File: config.mk
export PLATFORM = sky130hd
export DESIGN_NAME = gbuf_read_streamer
export DESIGN_NICKNAME = d
export VERILOG_FILES = /design/src/rtl/gbuf_read_streamer.sv
export SDC_FILE = /design/constraint.sdc
export NUM_CORES = 1
export LEC_CHECK = 0
export BUFFER_PORTS_ARGS = -buffer_cell sky130_fd_sc_hd__buf_4
export CAP_MARGIN = 20
export CORE_ASPECT_RATIO = 0.5
export CORE_UTILIZATION = 53
export DETAILED_ROUTE_END_ITERATION = 6
export PLACE_DENSITY = 0.84
export SYNTH_ARGS = -nofsm -noshare
export SYNTH_HDL_FRONTEND = slang
export SYNTH_SLANG_ARGS = --single-unit
File: constraint.sdc
create_clock -name clk -period 5.5 [get_ports clk]
set_input_delay 0.55 -clock clk [delete_from_list [all_inputs] [get_ports clk]]
set_output_delay 0.55 -clock clk [all_outputs]
set_load 0.05 [all_outputs]
File: src/rtl/gbuf_read_streamer.sv
// gbuf_read_streamer
// Read-side engine for the global buffer. Each start pulse launches one job
// of `count` words, beginning at `base_addr` and advancing by `stride`. The
// engine drives the buffer read address and captures the combinational read
// data into a registered valid/ready stream toward the PE array.
//
// Ports:
//   clk, rst          - clock (rising edge), synchronous active-high reset
//   start             - one-cycle job request, honoured only in IDLE
//   base_addr, count, stride - job descriptor sampled with start
//   raddr / rdata     - buffer read address out, same-cycle read data in
//   out_data/out_valid/out_ready - output stream (data and valid registered)
//   busy, done        - job status toward the top-level controller
//
// Build option:
//   GBUF_RD_WRAP_EN   - when defined, addresses wrap modulo DEPTH instead of
//                       modulo 2**ADDR_WIDTH (circular buffers of any depth).

module gbuf_read_streamer #(
    parameter int DATA_WIDTH = 16,
    parameter int ADDR_WIDTH = 10,
    parameter int DEPTH      = 1024,
    parameter int CNT_WIDTH  = 11
) (
    input  logic                  clk,
    input  logic                  rst,
    input  logic                  start,
    input  logic [ADDR_WIDTH-1:0] base_addr,
    input  logic [CNT_WIDTH-1:0]  count,
    input  logic [ADDR_WIDTH-1:0] stride,
    output logic [ADDR_WIDTH-1:0] raddr,
    input  logic [DATA_WIDTH-1:0] rdata,
    output logic [DATA_WIDTH-1:0] out_data,
    output logic                  out_valid,
    input  logic                  out_ready,
    output logic                  busy,
    output logic                  done
);

    typedef enum logic [1:0] {
        IDLE   = 2'd0,
        STREAM = 2'd1,
        DRAIN  = 2'd2,
        DONE   = 2'd3
    } state_t;

    // A buffer deeper than the address space cannot be addressed.
    localparam longint ADDR_SPAN = longint'(1) << ADDR_WIDTH;
    generate
        if (DEPTH > ADDR_SPAN || DEPTH < 1) begin : g_depth_check
            $error("gbuf_read_streamer: DEPTH must be in 1..2**ADDR_WIDTH");
        end
    endgenerate

    state_t                state_reg, state_next;
    logic [ADDR_WIDTH-1:0] addr_reg;
    logic [CNT_WIDTH-1:0]  remaining_reg;
    logic [DATA_WIDTH-1:0] out_data_reg;
    logic                  out_valid_reg;
    logic [ADDR_WIDTH-1:0] addr_step;
    logic                  load;
    logic                  xfer;

    // A new word is captured whenever the output register is empty or is
    // being emptied this cycle, which gives one word per cycle at full rate.
    assign load = (state_reg == STREAM) && (!out_valid_reg || out_ready);
    assign xfer = out_valid_reg && out_ready;

`ifdef GBUF_RD_WRAP_EN
    // The sum is formed one bit wider so a carry past 2**ADDR_WIDTH is still
    // seen as ">= DEPTH"; with base and stride below DEPTH one subtraction
    // is always enough.
    localparam logic [ADDR_WIDTH:0] DEPTH_EXT = (ADDR_WIDTH+1)'(DEPTH);
    logic [ADDR_WIDTH:0] sum_full;
    logic [ADDR_WIDTH:0] sum_wrap;
    assign sum_full  = {1'b0, addr_reg} + {1'b0, stride};
    assign sum_wrap  = sum_full - DEPTH_EXT;
    assign addr_step = (sum_full < DEPTH_EXT) ? sum_full[ADDR_WIDTH-1:0]
                                              : sum_wrap[ADDR_WIDTH-1:0];
`else
    assign addr_step = addr_reg + stride;
`endif

    // State register
    always_ff @(posedge clk) begin
        if (rst) begin
            state_reg <= IDLE;
        end else begin
            state_reg <= state_next;
        end
    end

    // Next-state logic
    always_comb begin
        state_next = state_reg;
        case (state_reg)
            IDLE: begin
                if (start) begin
                    state_next = (count != '0) ? STREAM : DONE;
                end
            end
            STREAM: begin
                if (load && remaining_reg == CNT_WIDTH'(1)) begin
                    state_next = DRAIN;
                end
            end
            DRAIN: begin
                if (xfer) begin
                    state_next = DONE;
                end
            end
            DONE:    state_next = IDLE;
            default: state_next = IDLE;
        endcase
    end

    // Status outputs
    always_comb begin
        busy = 1'b0;
        done = 1'b0;
        case (state_reg)
            STREAM, DRAIN: busy = 1'b1;
            DONE: begin
                busy = 1'b1;
                done = 1'b1;
            end
            default: begin
                busy = 1'b0;
                done = 1'b0;
            end
        endcase
    end

    // Datapath: address/count bookkeeping and the output stream register.
    always_ff @(posedge clk) begin
        if (rst) begin
            addr_reg      <= '0;
            remaining_reg <= '0;
            out_data_reg  <= '0;
            out_valid_reg <= 1'b0;
        end else begin
            if (state_reg == IDLE && start) begin
                addr_reg      <= base_addr;
                remaining_reg <= count;
            end
            if (load) begin
                out_data_reg  <= rdata;
                out_valid_reg <= 1'b1;
                addr_reg      <= addr_step;
                remaining_reg <= remaining_reg - CNT_WIDTH'(1);
            end else if (xfer) begin
                out_valid_reg <= 1'b0;
            end
        end
    end

    assign raddr     = addr_reg;
    assign out_data  = out_data_reg;
    assign out_valid = out_valid_reg;

endmodule
==> metrics <==
outcome finished clean; largest net degree at the start of global routing 44; Logic pwr share 59.5%; Worst Hold Class reg2reg; pwr/cell area 598.9 nW/µm²; gr ovfl total 0; vias in the first global route 2236; Final Wtd Congestion 0.8610; Clock Tree Root clkbuf_8; cts hold-fix bufs 0; mapped cell area 2276 µm²; max-cap violation count 0; Non-Filler Instances 416; Synth area leaders dfxtp_1, nand2_1, ha_1; register clock-pin slew on the reported worst setup and hold paths 0.08 ns; Post-synth top flop dfxtp_1; Crit. End Element flip-flop; Starting Density 56.84%; drt initial violations 136; Clock Skews 0.002851 ns; Worst-Skew Late Latency 0.29 ns; Worst EP arrival 2.58 ns; register area 800.8 µm²; postcts setup bufs 0; drt drc 0; H-tree lvl count 2; die span in x 94.68 µm; switching part of the total 48.87%; Yosys warning total 0; max-slew violation count 0; Avg Cell Area, Syn 7.821 µm²; post-synth top area cell dfxtp_1; hold_ws 0.4580 ns; core area 4004 µm²; Static Leak 1.328 nW; CTS Buf Count 5; Max FO, Critical Path 13; worst r2r src state_reg[0]; cell total after placement 407; Critical Path RT 5.71 ns; via count 2354; total power 1.790 mW; clock sink count 40; HPWL Detailed 4.201 mm; Clock Path Buffers 2; # setup viols final 0; RSZ-0062 raised after global routing false; f_max 422.8 MHz; ANT cells 0; Post-synth ARST share 0%; ratio of cells with drive above 1 in the final layout 27.07%; first-pass GRT wire length 9.742 mm; Rel. slew slack 31.39%; die area 4576 µm²; port buffer count 79; num rows 16; CP startpoint state_reg[0]; Area Overhead vs Synth 31.34%; HP Start out_data[5]; Yosys reg bits 40; min Tclk post-route 2.365 ns; max FFs per register 16; DR WL/cell 14.44 µm; nets@finish 429; VDD IR-drop max 0.3185 mV; antenna violations before repair 0; top cell type's share of synthesized area 35.18%; switching pwr 874.7 µW; Startpoint Class flip-flop; number of enable flip-flop cells after synthesis 0; sequential fraction of the synthesis area 35.18%; sequential share of power 26.6%; CTS tree done; post-DR vias/cell 5.659; ANT nets after route 0; gr usage total 26.58%; post-CTS sizing 0; setup TNS 0 ns; Chip Height 48.34 µm; first-pass iteration count of the detailed router 4; Setup CP Type reg2reg; area occupied by multi-input gates 1358 µm²; # fillers 313; Clock Power Share 13.9%; gate count of the mapped netlist 291; total wire length 6.008 mm; worst slew pin tran 1.029 ns; Yosys cell types 50; Ports 80; internal power 915.4 µW; Final period util 43.00%; Hold Fails Final Rpt 0; Net Count, Synth 359
## cells in the final DEF, fill, tap and decap left out, drive strengths merged, types with 7 or more instances in the layout
cell / count
dfxtp: 40
nor2: 22
inv: 7
buf: 80
a21oi: 30
o21ai: 9
nor3: 9
nand2: 66
ha: 16
## path summary, 6_finish.rpt
kind,endpoint,slack [ns],cells after the start
worst max-delay path,remaining_reg[8],3.13,7
worst min-delay path,out_data[5],0.46,2
worst max register to register,remaining_reg[8],3.13,7
worst min register to register,out_data[5],0.46,2
## power by group through the flow
stage | clock [mW] | sequential, mW | combinational, mW
finish | 0.250 | 0.475 | 1.07
global route | 0.263 | 0.488 | 1.16
CTS | 0.250 | 0.472 | 1.04
detailed placement | 0 | 0.476 | 1.03
global placement | 0 | 0.471 | 0.999
floorplan | 0 | 0.655 | 0.609
## cell usage after synthesis, types with 3 or more instances
master,number
a2111oi_0,3
a211oi_1,6
a21o_1,3
a21oi_1,30
a311oi_1,5
and3_1,3
buf_1,3
clkbuf_1,8
dfxtp_1,40
ha_1,16
inv_1,7
nand2_1,66
nand2b_1,3
nand3_1,4
nand4_1,5
nor2_1,22
nor3_1,7
nor4_1,6
o21a_1,3
o21ai_0,9
xnor2_1,3
## critical path: stages (launching register included)
cell	delay, ns
dfxtp_1	0.35
inv_1	0.14
ha_1	0.24
nand2_1	0.34
a21oi_1	0.67
nor2_1	0.09
mux2_2	0.29
nor3_1	0.18
## per-stage QoR
step	utilization, %	cell area (µm²)	setup slack [ns]
after floorplan	-	2276	3.415
after global placement	71.06	2845	2.836
after detailed placement	71.06	2845	2.808
after CTS	73.97	2962	2.845
after global routing	74.66	2989	2.980
final	74.66	2989	3.135
## layout make-up
cell class,instances,share of cell area (%)
clock inverter,3,1.591
timing repair buffer,80,20.76
inverter,7,0.8790
clock buffer,5,2.302
tap,54,2.260
sequential,40,26.79
multi-input combinational,227,45.42
## cells by family after synthesis
group                    Yosys count  share of synthesized area [%]
buffers and inverters             24                          5.168
flip-flops                        40                          35.18
multiplexers                       4                          1.869
AND/OR/NAND/NOR                  131                          26.83
adder cells (fa/ha/maj)           17                          9.676
XOR/XNOR                           4                          1.540
AO/OA/AOI/OAI                     71                          19.74
## layer usage
metal | share of wire, % | up-vias | global-route usage, %
met3 | 7.4 | 13 | 7.075
li1 | - | 1176 | -
met1 | 42 | 1064 | 32.02
met2 | 49 | 101 | 47.00
met4 | 1.0 | 0 | 6.566
met5 | 0 | - | 0
Note: power is estimated with default switching activity, not from simulation.
